## src/rtl/cpu_pkg.sv

```systemverilog
// Shared defaults, halt opcode and fetch-state encoding for inst_fetch_ctrl.
package cpu_pkg;

  localparam int AW_DEFAULT = 8;
  localparam int DW_DEFAULT = 16;

  localparam logic [3:0] HALT_OP = 4'b1100;

  typedef enum logic [2:0] {
    S_IDLE = 3'd0,
    S_ADDR = 3'd1,
    S_READ = 3'd2,
    S_WAIT = 3'd3,
    S_HOLD = 3'd4
  } fetch_state_t;

endpackage

```

## src/rtl/inst_fetch_ctrl_pc_counter.sv

```systemverilog
// Program counter register: load on jump, increment (wrapping) otherwise.
module pc_counter #(
  parameter int AW = 8
) (
  input  logic          clk,
  input  logic          rst,
  input  logic          inc,
  input  logic          load,
  input  logic [AW-1:0] load_val,
  output logic [AW-1:0] pc
);

  always_ff @(posedge clk or posedge rst) begin
    if (rst)       pc <= '0;
    else if (load) pc <= load_val;
    else if (inc)  pc <= pc + AW'(1);
  end

endmodule

```

## src/rtl/inst_fetch_ctrl.sv

```systemverilog
// Instruction fetch sequencer: SRAM read, IR handshake, pc advance/jump.
// Optional SRAM-response timeout with sticky fetch_err under `FETCH_TIMEOUT_EN.
//
// state | meaning
// IDLE  | stopped, waiting for start
// ADDR  | chip selected, sram_addr latched from pc
// READ  | one-cycle read strobe
// WAIT  | waiting for sram_is_coming
// HOLD  | instr presented to IR until ir_ready
import cpu_pkg::*;

module inst_fetch_ctrl #(
  parameter int AW      = AW_DEFAULT,
  parameter int DW      = DW_DEFAULT,
  parameter int TIMEOUT = 15
) (
  input  logic          clk,
  input  logic          rst,
  input  logic          start,
  input  logic          halt,
  input  logic          jmp_en,
  input  logic [AW-1:0] jmp_addr,
  output logic          sram_rd,
  output logic          sram_cs_n,
  output logic [AW-1:0] sram_addr,
  input  logic [DW-1:0] sram_dout,
  input  logic          sram_is_coming,
  output logic [DW-1:0] instr,
  output logic          instr_valid,
  input  logic          ir_ready,
  output logic [AW-1:0] pc,
  output logic          busy
`ifdef FETCH_TIMEOUT_EN
  ,
  output logic          fetch_err
`endif
);

  fetch_state_t state, state_nxt;
  logic handshake, is_halt_op, capture, timeout;

  assign handshake  = (state == S_HOLD) && ir_ready;
  assign is_halt_op = (instr[DW-1 -: 4] == HALT_OP);
  assign capture    = (state == S_WAIT) && sram_is_coming && !halt;

`ifdef FETCH_TIMEOUT_EN
  localparam int CW = $clog2(TIMEOUT + 1);
  logic [CW-1:0] wait_cnt;

  // Down-counter armed in READ; reaching zero in WAIT without data aborts.
  assign timeout = (state == S_WAIT) && !sram_is_coming && !halt && (wait_cnt == '0);

  always_ff @(posedge clk or posedge rst) begin
    if (rst) begin
      wait_cnt  <= '0;
      fetch_err <= 1'b0;
    end else begin
      if (state == S_READ)                         wait_cnt <= CW'(TIMEOUT - 1);
      else if (state == S_WAIT && wait_cnt != '0)  wait_cnt <= wait_cnt - CW'(1);
      if (timeout) fetch_err <= 1'b1;
    end
  end
`else
  assign timeout = 1'b0;
`endif

  always_ff @(posedge clk or posedge rst) begin
    if (rst) begin
      state     <= S_IDLE;
      sram_addr <= '0;
      instr     <= '0;
    end else begin
      state <= state_nxt;
      if (state == S_ADDR) sram_addr <= pc;
      if (capture)         instr     <= sram_dout;
    end
  end

  always_comb begin
    state_nxt   = state;
    sram_rd     = 1'b0;
    sram_cs_n   = 1'b1;
    instr_valid = 1'b0;
    busy        = (state != S_IDLE);
    case (state)
      S_IDLE: if (start) state_nxt = S_ADDR;
      S_ADDR: begin
        sram_cs_n = 1'b0;
        state_nxt = halt ? S_IDLE : S_READ;
      end
      S_READ: begin
        sram_cs_n = 1'b0;
        sram_rd   = 1'b1;
        state_nxt = halt ? S_IDLE : S_WAIT;
      end
      S_WAIT: begin
        sram_cs_n = 1'b0;
        if (halt || timeout)     state_nxt = S_IDLE;
        else if (sram_is_coming) state_nxt = S_HOLD;
      end
      S_HOLD: begin
        instr_valid = 1'b1;
        // A handshake always completes, even when halt arrives with it.
        if (handshake)   state_nxt = (halt || is_halt_op) ? S_IDLE : S_ADDR;
        else if (halt)   state_nxt = S_IDLE;
      end
      default: state_nxt = S_IDLE;
    endcase
  end

  pc_counter #(.AW(AW)) u_pc (
    .clk      (clk),
    .rst      (rst),
    .inc      (handshake && !jmp_en),
    .load     (handshake && jmp_en),
    .load_val (jmp_addr),
    .pc       (pc)
  );

endmodule

```

## config.mk

```make
export PLATFORM = sky130hd
export DESIGN_NAME = inst_fetch_ctrl
export DESIGN_NICKNAME = d
export VERILOG_FILES = /design/src/rtl/cpu_pkg.sv /design/src/rtl/inst_fetch_ctrl_pc_counter.sv /design/src/rtl/inst_fetch_ctrl.sv
export SDC_FILE = /design/constraint.sdc
export NUM_CORES = 1
export LEC_CHECK = 0
export CORE_MARGIN = 1.5
export CORE_UTILIZATION = 43
export CTS_CLUSTER_DIAMETER = 40
export CTS_CLUSTER_SIZE = 20
export DETAILED_ROUTE_END_ITERATION = 7
export GPL_TIMING_DRIVEN = 1
export PLACE_DENSITY_LB_ADDON = 0.25
export SLEW_MARGIN = 5
export SYNTH_ARGS = -nofsm -noshare
export SYNTH_HDL_FRONTEND = slang
export SYNTH_SLANG_ARGS = --single-unit
```

## constraint.sdc

```tcl
create_clock -name clk -period 2.1 [get_ports clk]
set_clock_uncertainty 0.15 [all_clocks]
set_input_delay 0.42 -clock clk [delete_from_list [all_inputs] [get_ports clk]]
set_output_delay 0.42 -clock clk [all_outputs]
set_load 0.005 [all_outputs]
```

Word level (Yosys, flattened, before mapping)
Index checks and enable logic that the tools add are counted.
{"block": "totals", "reg_bits": 35, "elab_cells": 40}
{"block": "op_classes", "add_sub_neg": 1, "n_eq_ne": 8, "n_mux": 14, "reduce_logical": 13}
{"op": "two-way mux 8 bit", "count": 2}
{"op": "two-way mux 3 bit", "count": 5}
{"op": "one-hot mux 3 bit (5 select lines)", "count": 1}
{"op": "adder 8 x 1 -> 8 bit (second input constant)", "count": 1}
{"op": "== test 3 x 2 -> 1 bit (second input constant)", "count": 2}
{"op": "inequality test 3 bit (second input constant)", "count": 2}
{"op": "logical AND 1 bit", "count": 5}
{"op": "== test 4 bit (second input constant)", "count": 1}
{"op": "two-way mux 1 bit", "count": 4}
{"op": "two-way mux 2 bit", "count": 2}
{"op": "== test 3 x 1 -> 1 bit (second input constant)", "count": 1}
{"op": "== test 3 bit (second input constant)", "count": 1}
{"op": "logical NOT 3 bit", "count": 1}
{"op": "AND reduction 3 bit", "count": 1}
{"op": "nonzero test 3 bit", "count": 1}
{"op": "OR reduction 3 bit", "count": 1}
{"op": "logical NOT 1 bit", "count": 2}
{"op": "inequality test 2 bit (second input constant)", "count": 1}
{"op": "nonzero test 2 bit", "count": 1}
{"op": "logical OR 1 bit", "count": 1}

Longest topological paths before layout
Gate-level depths: netlist (run 1).
{"block": "depth", "depth_word": 5, "ltp_mapped": 6, "depth_no_buf": 4}

Cells and area by module
From an unflattened synthesis (run 1), not the netlist that was laid out.
{"block": "hier_totals", "cells_unflattened": 127, "hier_area_um2": 1579.0}
{"module": "inst_fetch_ctrl", "instances": 1, "cells_per_inst": 77, "area_per_inst_um2": 1133.6, "seq_area_each_um2": 675.6}
{"module": "pc_counter", "instances": 1, "cells_per_inst": 50, "area_per_inst_um2": 445.4, "seq_area_each_um2": 200.2}

Worst setup path before layout (run 1)
No wires, ideal clock.
{"block": "synth_timing", "path_kind": "register to output", "start": "register state[2]", "end": "output port instr_valid", "arrival_ps": 1025, "t_required_ps": 1530, "setup_slack_ps": 505, "stages_incl_launch_ff": 4, "path_buffers": 0, "path_cell_list": "dfrtp_1 inv_1 or3_2 inv_1"}
{"block": "synth_via", "elab_chain_cells": 2}
{"item": "start, declared", "line": "inst_fetch_ctrl.sv:39", "text": "fetch_state_t state, state_nxt;"}
{"item": "start signal, assigned", "line": "inst_fetch_ctrl.sv:73", "text": "state <= state_nxt;"}
{"item": "== test 3 bit", "line": "inst_fetch_ctrl.sv:85", "text": "case (state)"}
{"item": "two-way mux 1 bit", "line": "inst_fetch_ctrl.sv:85"}
{"item": "end, declared", "line": "inst_fetch_ctrl.sv:29", "text": "output logic instr_valid,"}
Every way passes these cells.

Final worst setup path (run 1)
{"block": "layout_timing", "start": "register state[0]", "end": "output port busy"}
{"block": "layout_via", "elab_chain_cells": 1}
{"item": "nonzero test 3 bit", "line": "inst_fetch_ctrl.sv:84", "text": "busy = (state != S_IDLE);"}
{"item": "end, declared", "line": "inst_fetch_ctrl.sv:32", "text": "output logic busy"}
Every way passes these cells.

==> results.tsv, run 1 <==
metric	value	unit
Clock Latency Late Sink	0.28	ns
Rows	22	
Area contributors post-synth	dfrtp_1 52%, mux2_2 11%, mux2_4 7.9%	
Final Setup Violations	0	
endpoints failing hold	0	
clock sinks	35	
post-synth top area share	0.515	
Worst Setup Start Kind	flip-flop	
dpl cells	250	
f_max	0.480	GHz
outcome	completed	
Yosys Warn Count	0	
P_leak	0.00123	uW
Async S/R FF share, synth	1.00	
port buffer count	66	
Initial Utilization	0.458	
DRT Pass-1 Iters	4	
GRT busiest layer	met2	
placed standard-cell area	2430	um2
sequential-to-total area share from yosys stat	0.515	
Root Buffer	clkbuf_8	
Mapped Cells	133	
Tcrit/Tclk final	0.992	
complex-gate fraction of the synthesized area	0.105	
#FFs+latches synth	35	
worst hold path type	input pin to asynchronous set/reset pin	
Reg clk slew, reported paths	0.07	ns
Slew @ Worst Pin	0.506	ns
Mean Syn Cell Area	12.8	um2
GR Util met1	0.246	
CTS Buf Count	5	
Via Count	1382	
die span in x	65.9	um
global-route wire length before repair	6590	um
die height	65.9	um
ratio of cells with drive above 1 in the final layout	0.289	
WL per Instance	15.3	um
Area Growth Syn to Fin	52.3	%
remaining global-route overflow	0	
syn_nets	165	
worst path required time	1.53	ns
top-count cell post-synth	dfrtp_1	
Pwr Total	2770	uW
post-route core utilization	0.697	
vias in the first global route	1429	
Synth area leader	dfrtp_1	
Post-Synth XOR/XNOR Area	0	
# diodes	0	
CTS H-tree lvls	2	
CTS tree	done	
adder-cell share of the synthesized area	0.00736	
Main synth FF type	dfrtp_1	
gpl congestion	0.791	
DR vias/cell	5.20	
final wirelength	4070	um
final instance area	2590	um2
die area	4340	um2
worst-path fanout max	5	
mux cell area share after synthesis	0.204	
Ports	67	
largest family of logic cells by synthesized area	multiplexers	
# DRC	0	
distinct cell type count after synthesis	39	
Core Box Area	3720	um2
Iter 0 DRT Violations	95	
Detail Route Antenna Nets	0	
Slew HR	0.662	
Bufs on Longest Clock Path	2	
nets@finish	249	
Slew Limit Fails	0	
GRT Overall Usage	0.201	
initial antenna violation count	0	
synthesized area	1700	um2
Setup Crit Path Kind	flip-flop to output pin	
post-detail-place hpwl	2930	um
Worst Path Arrival	1.51	ns
met2 Usage GRT	0.340	
VDD IR max	575	uV
Critical Path End Type	output pin	
Non-Filler Instances	266	
largest net degree at the start of global routing	20	
Tmin final	2.08	ns
most frequent cells after synthesis	35 x dfrtp_1, 17 x mux2_2, 9 x a21oi_1, 9 x mux2_4, 9 x nor2_1	
MaxCap Viol Count	0	
PD cells	1070	nW/um2
Post-Synth Simple-Gate Area	0.116	
number of synthesized flops with an enable pin	0	
met3 usage	0.0477	
[layout make-up]
class / instances / area [um2]
clock inverter: 1 / 5.00
sequential: 35 / 877
inverter: 8 / 30.0
timing repair buffer: 83 / 795
tap: 48 / 60.1
fill: 297 / 1130
clock buffer: 7 / 76.3
multi-input combinational: 84 / 747
[layer usage]
layer / share of wire / routed length, um
met2: 0.54 / 2190
met1: 0.41 / 1670
met4: 0.0083 / 34
met3: 0.043 / 177
met5: 0 / 0
[critical path: stages (launching register included)]
cell     delay, ns
dfrtp_2       0.44
buf_4         0.14
or3_2         0.51
buf_2         0.15
[stage by stage]
| step | worst slack [ns] | setup TNS (ns) | hold slack, ns |
|---|---|---|---|
| 2_1_floorplan | 0.505 | 0 | 0.354 |
| 3_3_place_gp | 0.0839 | 0 | 0.341 |
| 3_5_place_dp | 0.0513 | 0 | 0.346 |
| 4_1_cts | -0.120 | -0.196 | 0.324 |
| 5_1_grt | -0.0159 | -0.0159 | 0.363 |
| 6_report | 0.0175 | 0 | 0.320 |
[path summary, 6_finish.rpt]
path | startpoint | endpoint | slack (ns) | cells past startpoint
setup / recovery | state[0]$_DFFE_PP0P_ | busy | 0.02 | 3
hold / removal | rst | u_pc.pc[2]$_DFFE_PP0P_ | 0.32 | 3
setup reg to reg | state[1]$_DFFE_PP0P_ | u_pc.pc[5]$_DFFE_PP0P_ | 0.37 | 4
hold reg to reg | sram_addr[2]$_DFFE_PP0N_ | sram_addr[2]$_DFFE_PP0N_ | 0.36 | 1
max in group asynchronous | rst | state[0]$_DFFE_PP0P_ | 1.25 | 3
min in group clk | sram_addr[2]$_DFFE_PP0N_ | sram_addr[2]$_DFFE_PP0N_ | 0.36 | 1
[cells by family after synthesis]
| logic type | Yosys count |
|---|---|
| compound gates | 26 |
| fa+ha+maj | 1 |
| buf+inv | 14 |
| flops | 35 |
| mux | 28 |
| simple gates | 29 |
[cells in the final DEF, fill, tap and decap left out, drive strengths merged, types with 2 or more instances in the layout]
cell	n
clkdlybuf4s50	62
clkbuf	7
and2	2
o21ai	4
or3	2
a22o	3
dfrtp	35
mux2	26
a211oi	2
inv	8
nand2	4
a21oi	9
mux2i	2
buf	18
nand4	2
nor2	9
and4bb	2
dlymetal6s2s	3
and4	2
[sequential cells by signal, summed over array words and instances, names as in the netlist]
| signal | flops |
|---|---|
| sram_addr | 8 |
| u_pc.pc | 8 |
| state | 3 |
| instr | 16 |
[timing repair]
action	CTS	global route
buffers inserted	3	5
gates resized for setup	9	4
hold buffers	0	0
setup endpoints to repair	3	3
pin swaps	1	1
[power by group]
group | total (uW) | switching (uW) | internal [uW] | leakage, uW
clock | 446 | 214 | 232 | 0.0000422
combinational | 1240 | 398 | 846 | 0.000743
sequential | 1080 | 183 | 898 | 0.000446
Power figures use the tool's default switching activity.
==> inputs of run 2 (changes only) <==
--- a/config.mk
+++ b/config.mk
@@ -5,6 +5,7 @@
 export SDC_FILE = /design/constraint.sdc
 export NUM_CORES = 1
 export LEC_CHECK = 0
+export CORE_ASPECT_RATIO = 1.5
 export CORE_MARGIN = 1.5
 export CORE_UTILIZATION = 43
 export CTS_CLUSTER_DIAMETER = 40
==> run 2 against run 1 <==
  * First-iteration DRC count shrank 75%
  * Hold slack gained 0.039 ns
  * Total power shrank 0.59%
  * Die area grew 0.17%
  * Highest routed layer unchanged
  * Utilization shrank 1.5 points
  * Critical path depth shrank 1
  * Final area shrank 2.2%
  * Critical endpoint unchanged
  * Largest cell class unchanged
  * Count of clock-buffer cells in the layout grew 1
  * Global-route usage grew 0.40 points
  * Setup slack gained 0.050 ns
  * Sequential cell count is the same
  * Wire length shrank 3.6%
==> results.tsv, run 2 (same netlist as run 1, synthesis figures left out) <==
metric	value	unit	change
Tcrit/Tclk final	0.968		-0.0237
R2R depth	4		unchanged
clock sinks	35		unchanged
Slew Limit Fails	0		unchanged
worst-path fanout max	4		-1
remaining global-route overflow	0		unchanged
die area	4350	um2	+0.17%
vias in the first global route	1405		-1.7%
RSZ-0062 raised after global routing	false		
WL per Instance	15.5	um	+1.4%
Setup Crit Path Kind	flip-flop to output pin		
Critical Path End Type	output pin		
gpl congestion	0.820		+3.6%
Reg2Reg Setup Slack	0.39	ns	+0.02 ns
max reg flops	16		unchanged
Slew HR	0.672		+0.00982
Largest delay share family, worst path	simple AND/OR/NAND/NOR gates		
PD cells	1090	nW/um2	+1.6%
Pwr Total	2750	uW	-0.59%
cell chain of the critical path	or3_2, dlygate4sd2_1		
CTS tree	done		
ratio of cells with drive above 1 in the final layout	0.257		-0.0318
Setup Total Neg Slack	0	ns	unchanged
# diodes	0		unchanged
P_leak	0.00117	uW	-4.6%
Placement Setup Slack	0.0278	ns	-0.0235 ns
area of the multi-input gates	747	um2	unchanged
commonest non-fill, non-tap cell in the layout	clkdlybuf4s50_1		
most frequent cells in the layout	62 x clkdlybuf4s50_1, 35 x dfrtp_1, 17 x mux2_2		
critical path's slowest cell	or3_2		
GRT Overall Usage	0.205		+0.00396
Hold Crit Start	instr[11]$_DFFE_PP0P_		
Hold Path Depth	1		
die height	80.0	um	+21%
Hold EP	instr[11]$_DFFE_PP0P_		
critical path buffer and inverter count	1		-1
MaxCap Viol Count	0		unchanged
DRT Pass-1 Iters	5		+1
die span in x	54.3	um	-18%
hold buffers post-CTS	0		unchanged
DR vias/cell	5.33		+2.6%
Via Count	1349		-2.4%
Final Setup Violations	0		unchanged
Bufs on Longest Clock Path	2		unchanged
port buffer count	66		unchanged
nets@finish	241		-3.2%
VDD IR max	686	uV	+19%
RR Endpoint	instr[2]$_DFFE_PP0P_		
post-route core utilization	0.682		-0.0152
outcome	completed		
CTS Buf Count	5		unchanged
Clock Latency Late Sink	0.28	ns	about the same
Ports	67		unchanged
f_max	0.492	GHz	+2.5%
CTS H-tree lvls	2		unchanged
Biggest register	instr		
Area Growth Syn to Fin	49.0	%	
Worst path depth	2		-1
Register Area	876	um2	-0.14%
top flop regs	instr: 16 flops, sram_addr: 8 flops, u_pc.pc: 8 flops		
Reg clk slew, reported paths	0.07	ns	about the same
Iter 0 DRT Violations	24		-75%
final wirelength	3930	um	-3.6%
Core Box Area	3720	um2	unchanged
Worst Setup Start Kind	flip-flop		
Worst R2R Start	state[2]$_DFFE_PP0P_		
Tmin final	2.03	ns	-0.0498 ns
initial antenna violation count	0		unchanged
number of fill cells	299		+0.67%
Initial Utilization	0.458		unchanged
Worst Path Arrival	1.46	ns	-0.05 ns
Slew @ Worst Pin	0.492	ns	-0.0147 ns
worst hold path type	flip-flop to flip-flop		
Crit path largest cell delay	0.50	ns	about the same
global-route wire length before repair	6400	um	-2.9%
worst path required time	1.53	ns	about the same
largest net degree at the start of global routing	36		+80%
# DRC	0		unchanged
Detail Route Antenna Nets	0		unchanged
Rows	27		+23%
post-detail-place hpwl	2930	um	-0.17%
post-route setup slack	0.0673	ns	+0.0498 ns
endpoints failing hold	0		unchanged
Root Buffer	clkbuf_8		
## run 2: area by class of cell
| class | count | share of cell area |
|---|---|---|
| clock buffer | 8 | 0.0395 |
| timing repair buffer | 75 | 0.287 |
| tap | 43 | 0.0212 |
| multi-input combinational | 84 | 0.295 |
| inverter | 8 | 0.0119 |
| sequential | 35 | 0.346 |
## run 2: worst max path at each step
stage,from,to
final,state[0]$_DFFE_PP0P_,busy
after global routing,state[0]$_DFFE_PP0P_,busy
after CTS,state[0]$_DFFE_PP0P_,sram_cs_n
after detailed placement,halt,instr[14]$_DFFE_PP0P_
after global placement,halt,instr[10]$_DFFE_PP0P_
after floorplan,state[2]$_DFFE_PP0P_,instr_valid
## run 2: worst register-to-register path, delay by kind of cell (launching register included)
kind / cells / cell delay (ns)
AND/OR/NAND/NOR: 2 / 0.52
multiplexers: 1 / 0.35
flip-flops: 1 / 0.41
buffers and inverters: 1 / 0.18
## run 2: where the power goes
group	total (uW)	internal [uW]	leakage (uW)	switching [uW]
clock	527	299	0.0000515	228
combinational	1160	787	0.000676	370
sequential	1070	896	0.000447	176
## run 2: timing repair
action	in CTS	in global routing
gates cloned	0	0
setup buffers	1	0
setup endpoints to repair	3	2
resized for setup	5	3
## run 2: layer usage
layer | track usage | share of wire | wire length, um | vias to the layer above
li1 | - | - | - | 632
met1 | 0.232 | 0.38 | 1500 | 650
met2 | 0.348 | 0.54 | 2120 | 59
met3 | 0.0562 | 0.061 | 239 | 8
met4 | 0.0850 | 0.019 | 75 | 0
met5 | 0 | 0 | 0 | -
## run 2: stage by stage
stage / cells / hold WS [ns] / area [um2]
2_1_floorplan: 133 / 0.354 / 1700
3_3_place_gp: 244 / 0.340 / 2420
3_5_place_dp: 244 / 0.341 / 2420
4_1_cts: 253 / 0.363 / 2530
5_1_grt: 253 / 0.381 / 2530
6_report: 253 / 0.358 / 2530
==> inputs of run 3 (changes only) <==
--- a/config.mk
+++ b/config.mk
@@ -6,12 +6,13 @@
 export NUM_CORES = 1
 export LEC_CHECK = 0
 export CORE_ASPECT_RATIO = 1.5
-export CORE_MARGIN = 1.5
+export CORE_MARGIN = 2
 export CORE_UTILIZATION = 43
 export CTS_CLUSTER_DIAMETER = 40
 export CTS_CLUSTER_SIZE = 20
 export DETAILED_ROUTE_END_ITERATION = 7
 export GPL_TIMING_DRIVEN = 1
+export HOLD_SLACK_MARGIN = 0.08
 export PLACE_DENSITY_LB_ADDON = 0.25
 export SLEW_MARGIN = 5
 export SYNTH_ARGS = -nofsm -noshare
==> run 3 against run 2 <==
  * Combinational power grew 3%
  * Wire length grew 2.8%
  * Die area grew 3.1%
  * Hold slack lost 0.063 ns
  * Critical path depth grew 1
  * Via count grew 1.2%
  * Register-to-register slack lost 0.06 ns
  * Global-route usage shrank 1.5 points
  * Final area grew 1.7%
  * Non-clock buffer count grew 5
  * Count of clock-buffer cells in the layout is the same
  * Largest power group unchanged
  * Highest routed layer unchanged
==> results.tsv, run 3 (same netlist as run 1, synthesis figures left out) <==
metric	value	unit	change
commonest non-fill, non-tap cell in the layout	clkdlybuf4s50_1		
WL per Instance	15.5	um	about the same
DR vias/cell	5.25		-1.5%
Area Growth Syn to Fin	51.5	%	
hold buffers post-CTS	0		unchanged
CTS H-tree lvls	2		unchanged
Slew @ Worst Pin	0.510	ns	+0.0189 ns
post-route setup slack	0.0519	ns	-0.0154 ns
VDD IR max	668	uV	-2.6%
die height	81.0	um	+1.2%
Iter 0 DRT Violations	20		-17%
Reg clk slew, reported paths	0.06	ns	about the same
critical path's slowest cell	or3_2		
number of fill cells	322		+7.7%
CTS Buf Count	5		unchanged
Largest delay share family, worst path	simple AND/OR/NAND/NOR gates		
# DRC	0		unchanged
Ports	67		unchanged
Slew HR	0.659		-0.0126
Tmin final	2.05	ns	+0.0154 ns
critical path buffer and inverter count	2		+1
Detail Route Antenna Nets	0		unchanged
MaxCap Viol Count	0		unchanged
final wirelength	4040	um	+2.8%
top flop regs	instr: 16 flops, sram_addr: 8 flops, u_pc.pc: 8 flops		
die area	4480	um2	+3.1%
Bufs on Longest Clock Path	2		unchanged
area of the multi-input gates	747	um2	unchanged
worst hold path type	input pin to asynchronous set/reset pin		
port buffer count	66		unchanged
Rows	28		+3.7%
Slew Limit Fails	0		unchanged
Worst Setup Start Kind	flip-flop		
P_leak	0.00120	uW	+1.8%
endpoints failing hold	0		unchanged
Worst Path Arrival	1.48	ns	+0.02 ns
worst path required time	1.53	ns	about the same
outcome	completed		
initial antenna violation count	0		unchanged
cell chain of the critical path	buf_4, or3_2, clkdlybuf4s15_1		
remaining global-route overflow	0		unchanged
GRT Overall Usage	0.190		-0.0150
die span in x	55.3	um	+1.8%
worst-path fanout max	4		unchanged
Initial Utilization	0.441		-0.0163
largest net degree at the start of global routing	24		-33%
Crit path largest cell delay	0.43	ns	-0.07 ns
vias in the first global route	1451		+3.3%
ratio of cells with drive above 1 in the final layout	0.274		+0.0173
Root Buffer	clkbuf_8		
final instance area	2580	um2	+1.7%
Placement Setup Slack	0.0290	ns	+0.00119 ns
nets@finish	246		+2.1%
Biggest register	instr		
DRT Pass-1 Iters	4		-1
most frequent cells in the layout	62 x clkdlybuf4s50_1, 35 x dfrtp_1, 17 x mux2_2		
max reg flops	16		unchanged
PD cells	1080	nW/um2	-0.53%
Clock Latency Late Sink	0.28	ns	about the same
Setup Crit Path Kind	flip-flop to output pin		
Register Area	876	um2	unchanged
Critical Path End Type	output pin		
Via Count	1365		+1.2%
f_max	0.488	GHz	-0.75%
# diodes	0		unchanged
Final Setup Violations	0		unchanged
post-detail-place hpwl	2990	um	+1.9%
gpl congestion	0.753		-8.1%
placed standard-cell area	2430	um2	+0.41%
global-route wire length before repair	6610	um	+3.3%
CTS tree	done		
Core Box Area	3850	um2	+3.7%
clock sinks	35		unchanged
RSZ-0062 raised after global routing	false		
Tcrit/Tclk final	0.975		+0.00733
-- run 3: cell count changes in the layout (fill, tap and decap cells not counted), sizes merged --
cell / delta
buf: +5
clkdlybuf4s15: +2
dlygate4sd2: -2
-- run 3: layout make-up --
| class | count | area share |
|---|---|---|
| clock buffers | 8 | 0.0389 |
| inverters | 8 | 0.0117 |
| multi-input cells | 84 | 0.290 |
| flip-flops and latches | 35 | 0.340 |
| well taps | 45 | 0.0219 |
| repair buffers | 80 | 0.298 |
-- run 3: timing repair --
item,CTS,global route
gates resized for setup,8,2
endpoints found under the setup margin,3,1
buffers inserted,4,1
-- run 3: report_power, final --
group	switching, uW	internal (uW)	total, uW	leakage, uW
sequential	167	896	1060	0.000447
combinational	386	817	1200	0.000697
clock	222	299	521	0.0000515
total	775	2010	2790	0.00120
-- run 3: tightest hold or removal path, stage by stage --
cell	delay [ns]
clkdlybuf4s50_1	0.39
inv_1	0.07
buf_4	0.20
-- run 3: path summary, 6_finish.rpt --
kind / end / start / slack (ns) / depth (start not counted)
min in group clk: instr[11]$_DFFE_PP0P_ / instr[11]$_DFFE_PP0P_ / 0.36 / 1
worst min register to register: instr[11]$_DFFE_PP0P_ / instr[11]$_DFFE_PP0P_ / 0.36 / 1
worst max register to register: instr[9]$_DFFE_PP0P_ / state[0]$_DFFE_PP0P_ / 0.33 / 5
max in group asynchronous: sram_addr[5]$_DFFE_PP0N_ / rst / 1.22 / 3
worst min-delay path: instr[9]$_DFFE_PP0P_ / rst / 0.29 / 3
worst max-delay path: busy / state[1]$_DFFE_PP0P_ / 0.05 / 3
-- run 3: layer usage --
metal / vias up / wire, um / part of all wire / global-route usage
met4: 0 / 66 / 0.016 / 0.0829
met5: - / 0 / 0 / 0
met2: 39 / 2290 / 0.57 / 0.361
met1: 677 / 1500 / 0.37 / 0.190
met3: 7 / 177 / 0.044 / 0.0557
li1: 642 / - / - / -
-- run 3: through the flow --
step	util	setup TNS, ns	std cells	hold WS (ns)	power, uW
6_report	0.669	0	260	0.295	2790
5_1_grt	0.669	0	260	0.311	2960
4_1_cts	0.666	-0.000491	259	0.295	2800
3_5_place_dp	0.630	0	247	0.342	2230
3_3_place_gp	0.630	0	247	0.341	2180
2_1_floorplan	-	0	133	0.354	1570
